==> config.mk <==
export PLATFORM = sky130hd
export DESIGN_NAME = inst_fetch
export DESIGN_NICKNAME = d
export VERILOG_FILES = /design/src/rtl/inst_fetch.sv
export SDC_FILE = /design/constraint.sdc
export NUM_CORES = 1
export LEC_CHECK = 0
export BUFFER_PORTS_ARGS = -buffer_cell sky130_fd_sc_hd__buf_2
export CAP_MARGIN = 20
export CORE_UTILIZATION = 35
export DETAILED_ROUTE_END_ITERATION = 12
export PLACE_DENSITY = 0.62
export SYNTH_ARGS = -nofsm -noshare
export SYNTH_HDL_FRONTEND = slang
export SYNTH_SLANG_ARGS = --single-unit
==> constraint.sdc <==
create_clock -name clk -period 1.6 [get_ports clk]
set_input_delay 0 -clock clk [delete_from_list [all_inputs] [get_ports clk]]
set_output_delay 0 -clock clk [all_outputs]
set_load 0.02 [all_outputs]
==> src/rtl/inst_fetch.sv <==
// Instruction fetch and field-split unit: owns the PC, fetches words over a req/ack
// handshake and presents the decoded MIPS fields to the datapath under valid/ready.
module inst_fetch #(
   parameter logic [31:0] RESET_PC = 32'h0000_0000,
   parameter int unsigned PC_STEP  = 4
) (
   input  logic        clk,
   input  logic        rst_b,
   output logic        inst_req,
   output logic [31:0] inst_addr,
   input  logic        inst_ack,
   input  logic [31:0] inst_data,
   output logic        fields_valid,
   input  logic        dp_ready,
   output logic [5:0]  opcode,
   output logic [4:0]  rs_num,
   output logic [4:0]  rt_num,
   output logic [4:0]  rd_num,
   output logic [4:0]  sh_mount,
   output logic [5:0]  func,
   output logic [15:0] imm,
   output logic [31:0] pc_value,
   input  logic        redirect_valid,
   input  logic [31:0] redirect_pc,
   input  logic        halted,
   output logic        addr_err,
   output logic [31:0] inst_count
);

   typedef enum logic [1:0] {StReq, StIssue, StHalt} state_e;

   state_e      state_q, state_d;
   logic        started_q;
   logic [31:0] pc_q, pc_d;
   logic [31:0] inst_q, inst_d;
   logic [31:0] pc_value_q, pc_value_d;
   logic [31:0] count_q, count_d;
   logic        addr_err_q, addr_err_d;

   // started_q keeps inst_req low for the cycle in which reset is released, so a
   // stray ack during that cycle is ignored.
   always_ff @(posedge clk or negedge rst_b) begin
      if (!rst_b) begin
         state_q    <= StReq;
         started_q  <= 1'b0;
         pc_q       <= RESET_PC;
         inst_q     <= '0;
         pc_value_q <= '0;
         count_q    <= '0;
         addr_err_q <= 1'b0;
      end else begin
         state_q    <= state_d;
         started_q  <= 1'b1;
         pc_q       <= pc_d;
         inst_q     <= inst_d;
         pc_value_q <= pc_value_d;
         count_q    <= count_d;
         addr_err_q <= addr_err_d;
      end
   end

   always_comb begin
      state_d    = state_q;
      pc_d       = pc_q;
      inst_d     = inst_q;
      pc_value_d = pc_value_q;
      count_d    = count_q;
      addr_err_d = addr_err_q;
      if (halted) begin
         state_d = StHalt;
      end else begin
         unique case (state_q)
            StReq: begin
               if (inst_req && inst_ack) begin
                  inst_d     = inst_data;
                  pc_value_d = pc_q;
                  state_d    = StIssue;
               end
            end
            StIssue: begin
               if (dp_ready) begin
                  count_d = count_q + 32'd1;
                  state_d = StReq;
                  if (redirect_valid) begin
                     if (redirect_pc[1:0] == 2'b00) begin
                        pc_d = redirect_pc;
                     end else begin
                        addr_err_d = 1'b1;
                        state_d    = StHalt;
                     end
                  end else begin
                     pc_d = pc_value_q + 32'(PC_STEP);
                  end
               end
            end
            StHalt: state_d = StHalt;
            default: state_d = StHalt;
         endcase
      end
   end

   always_comb begin
      inst_req     = (state_q == StReq) && started_q;
      fields_valid = (state_q == StIssue);
      inst_addr    = started_q ? pc_q : 32'h0;
   end

   assign opcode     = inst_q[31:26];
   assign rs_num     = inst_q[25:21];
   assign rt_num     = inst_q[20:16];
   assign rd_num     = inst_q[15:11];
   assign sh_mount   = inst_q[10:6];
   assign func       = inst_q[5:0];
   assign imm        = inst_q[15:0];
   assign pc_value   = pc_value_q;
   assign addr_err   = addr_err_q;
   assign inst_count = count_q;

endmodule

==> summary.txt <==
Run status
  – Status: complete, but fails checks
  – Violated checks: setup timing

Setup path
  – CP Cell Sequence: buf_4 > nor3b_4 > nand3b_1 > buf_6 > clkbuf_16 > mux2_2
  – Startpoint types: flop
  – CP max-delay cell: dfrtp_1
  – Worst EP arrival: 1.96 ns
  – CP Data Required Time: 1.90 ns
  – Critical path endpoint category: flop
  – Max Fanout on Critical Path: 8
  – Setup CP Type: flop to flop
  – FF-to-FF path depth: 6
  – CP peak stage delay: 0.37 ns

Routing
  – Avg WL per Cell: 16.44 um
  – Initial DRC Count: 176
  – DR DRC count: 0
  – First-pass detailed-route iteration total: 6
  – WL final: 19050 um
  – Via density: 4.852
  – Antenna-violating nets left: 0
  – Via count: 5623

Logic synthesis
  – Post-Syn Area per Cell: 11.11 um^2
  – Syn_nets: 635
  – Register bit total from synthesis: 132
  – Top cells by area, synth: dfrtp_1, mux2_2, xnor2_1
  – Mapped Area: 0.006253 mm^2
  – Fraction of synthesized cell area taken by the top area cell type: 52.82%
  – Post-synth EDFFs: 0
  – Gate Count Post-Synth: 563
  – Most used flip-flop cell after synthesis: dfrtp_1
  – Yosys top cell by area: dfrtp_1
  – Cell variety after synth: 39
  – Ys Warns: 0
  – Asr flop ratio synth: 100.0%
  – Seq/Total Area, Yosys: 52.82%

Finish
  – Commonest non-fill, non-tap cell in the layout: buf_2
  – Most frequent cells in the layout: buf_2, dfrtp_1, buf_4
  – FILL cells: 1503
  – Layout Area Growth over Synthesis: 58.18%
  – Area of the multi-input gates: 0.002942 mm^2
  – ANT cells: 0
  – Layout Nets: 993
  – Layout cells sized above 1: 50.86%
  – Total area of sequential cells: 0.003333 mm^2

Floorplan
  – Chip width: 135.7 um
  – Initial core utilization: 36.03%
  – Cell Rows: 48
  – DIE AREA: 0.01841 mm^2
  – IO Pins: 217
  – Die Ht: 135.7 um
  – Core Area: 0.01736 mm^2

Power and ir drop
  – Peak supply drop: 725.3 uV
  – Pwr dens: 800.8 mW/mm^2
  – P_leak: 5.160 nW

Global route
  – Met1 GRT Util: 25.74%
  – Initial antenna violation count: 0
  – Largest net degree at the start of global routing: 52
  – M3 GR Usage: 4.153%
  – Number of global-route vias before repair: 5322
  – GRT Total Usage: 19.40%
  – Met2 GRT Util: 31.35%
  – Global-route wire length before repair: 27320 um
  – Global route overflow: 0
  – Grt peak-use layer: met2

CTS
  – Root Buffer: clkbuf_16
  – Clock Pin Slew Worst Setup and Hold Paths: 0.06 ns
  – Worst-Skew Late Latency: 0.42 ns
  – TritonCTS buffer count: 17
  – # H-tree levels: 4
  – Clock sink count: 132
  – CTS tree: built
  – Longest Clk Path Bufs: 2

Timing
  – Slew Limit Fails: 0
  – Tcrit/Tclk final: 103.9%
  – Setup-failing EPs final: 54
  – Unrepaired setup endpoints after global routing: yes
  – Final setup TNS: -2.293 ns
  – Max_slew headroom: 63.64%
  – Achievable clock frequency: 0.6013 GHz
  – Worst setup margin: -0.06301 ns
  – Hold Vio Cnt, Final: 0
  – Min Clock Period, post-route: 1.663 ns
  – Worst-margin pin slew: 0.5397 ns
  – Final setup skew: 0.008825 ns

Placed design
  – DP Worst Slack: -0.1007 ns
  – IO Port Bufs: 216
  – Global placer's final weighted congestion: 0.8226
  – Dpl hpwl: 12110 um

Worst hold path
  – Hold Path Class: input port to async pin

Run
  – Max-cap violation count: 0
worst paths after layout:
check                                      startpoint                          to  slack, ns
min reg2reg                inst_count[29]$_DFFE_PN0P_  inst_count[29]$_DFFE_PN0P_       0.49
min in group clk                       redirect_valid        pc_q[17]$_DFFE_PN0P_       0.08
max in group asynchronous                       rst_b     pc_value[5]$_DFFE_PN0P_       0.96
max                            state_q[1]$_DFFE_PN0P_    pc_value[15]$_DFFE_PN0P_      -0.06
min                                             rst_b  inst_count[29]$_DFFE_PN0P_       0.03
max reg2reg                    state_q[1]$_DFFE_PN0P_    pc_value[15]$_DFFE_PN0P_      -0.06
flip-flops by register name (all words and copies together) (netlist names):
signal,cells
state_q,2
started_q,1
pc_value,32
inst_q,32
inst_count,32
pc_q,32
addr_err,1
critical path, delay by kind of cell (launching register included):
kind / cells / cell delay, ns
flip-flops: 1 / 0.37
multiplexers: 1 / 0.26
buffers and inverters: 3 / 0.53
AND/OR/NAND/NOR: 2 / 0.37
where the power goes:
part	switching [mW]	internal, mW	total, mW
registers	0.0183	3.37	3.39
logic	0.244	0.249	0.493
clock network	1.51	2.53	4.04
cell families after synthesis:
logic type / share of synthesized area [%]
buffers and inverters: 3.702
flip-flops: 52.82
other: 0.05997
AND/OR/NAND/NOR: 17.67
AO/OA/AOI/OAI: 5.162
adder cells (fa/ha/maj): 0.4001
multiplexers: 12.34
XOR/XNOR: 7.843
stage by stage:
step	cells	hold WS, ns	total power [mW]	util, %	instance area, um^2
2_1_floorplan	563	-0.2956	3.595	-	6336
3_3_place_gp	1035	-0.08996	3.815	46.49	8069
3_5_place_dp	1035	-0.08966	3.819	46.49	8069
4_1_cts	1137	0.02914	8.017	54.50	9459
5_1_grt	1159	0.05381	8.184	56.99	9892
6_report	1159	0.03249	7.921	56.99	9892
area by class of cell:
cell class | instances | share of cell area (%)
Clock buffer | 20 | 4.617
Clock inverter | 12 | 1.556
Inverter | 3 | 0.1138
Multi-Input combinational cell | 388 | 29.74
Sequential cell | 132 | 33.70
Tap cell | 225 | 2.846
Timing Repair Buffer | 379 | 27.43
per-layer routing:
layer / routed length (um) / vias to the layer above
met1: 8578 / 2770
met2: 9321 / 162
li1: - / 2667
met3: 869 / 24
met5: 0 / -
met4: 280 / 0
synth_stat cells, drive strengths merged, types with 4 or more instances:
library cell / n
nor2: 26
and2: 39
xor2: 20
and3: 11
nor3: 10
o21ai: 22
mux2i: 4
nand2: 49
clkbuf: 16
and4: 9
o22ai: 11
mux2: 65
nand4: 21
nor4: 4
xnor2: 36
nand3: 23
a21oi: 18
buf: 24
dfrtp: 132
timing repair:
action	4_1_cts	5_1_grt
setup buffers	4	16
setup endpoints to repair	29	101
hold buffers	66	0
pin swaps	16	29
resized for setup	21	45
endpoints found under the hold margin	198	0
gates cloned	0	7
Note: power is estimated with default switching activity, not from simulation.
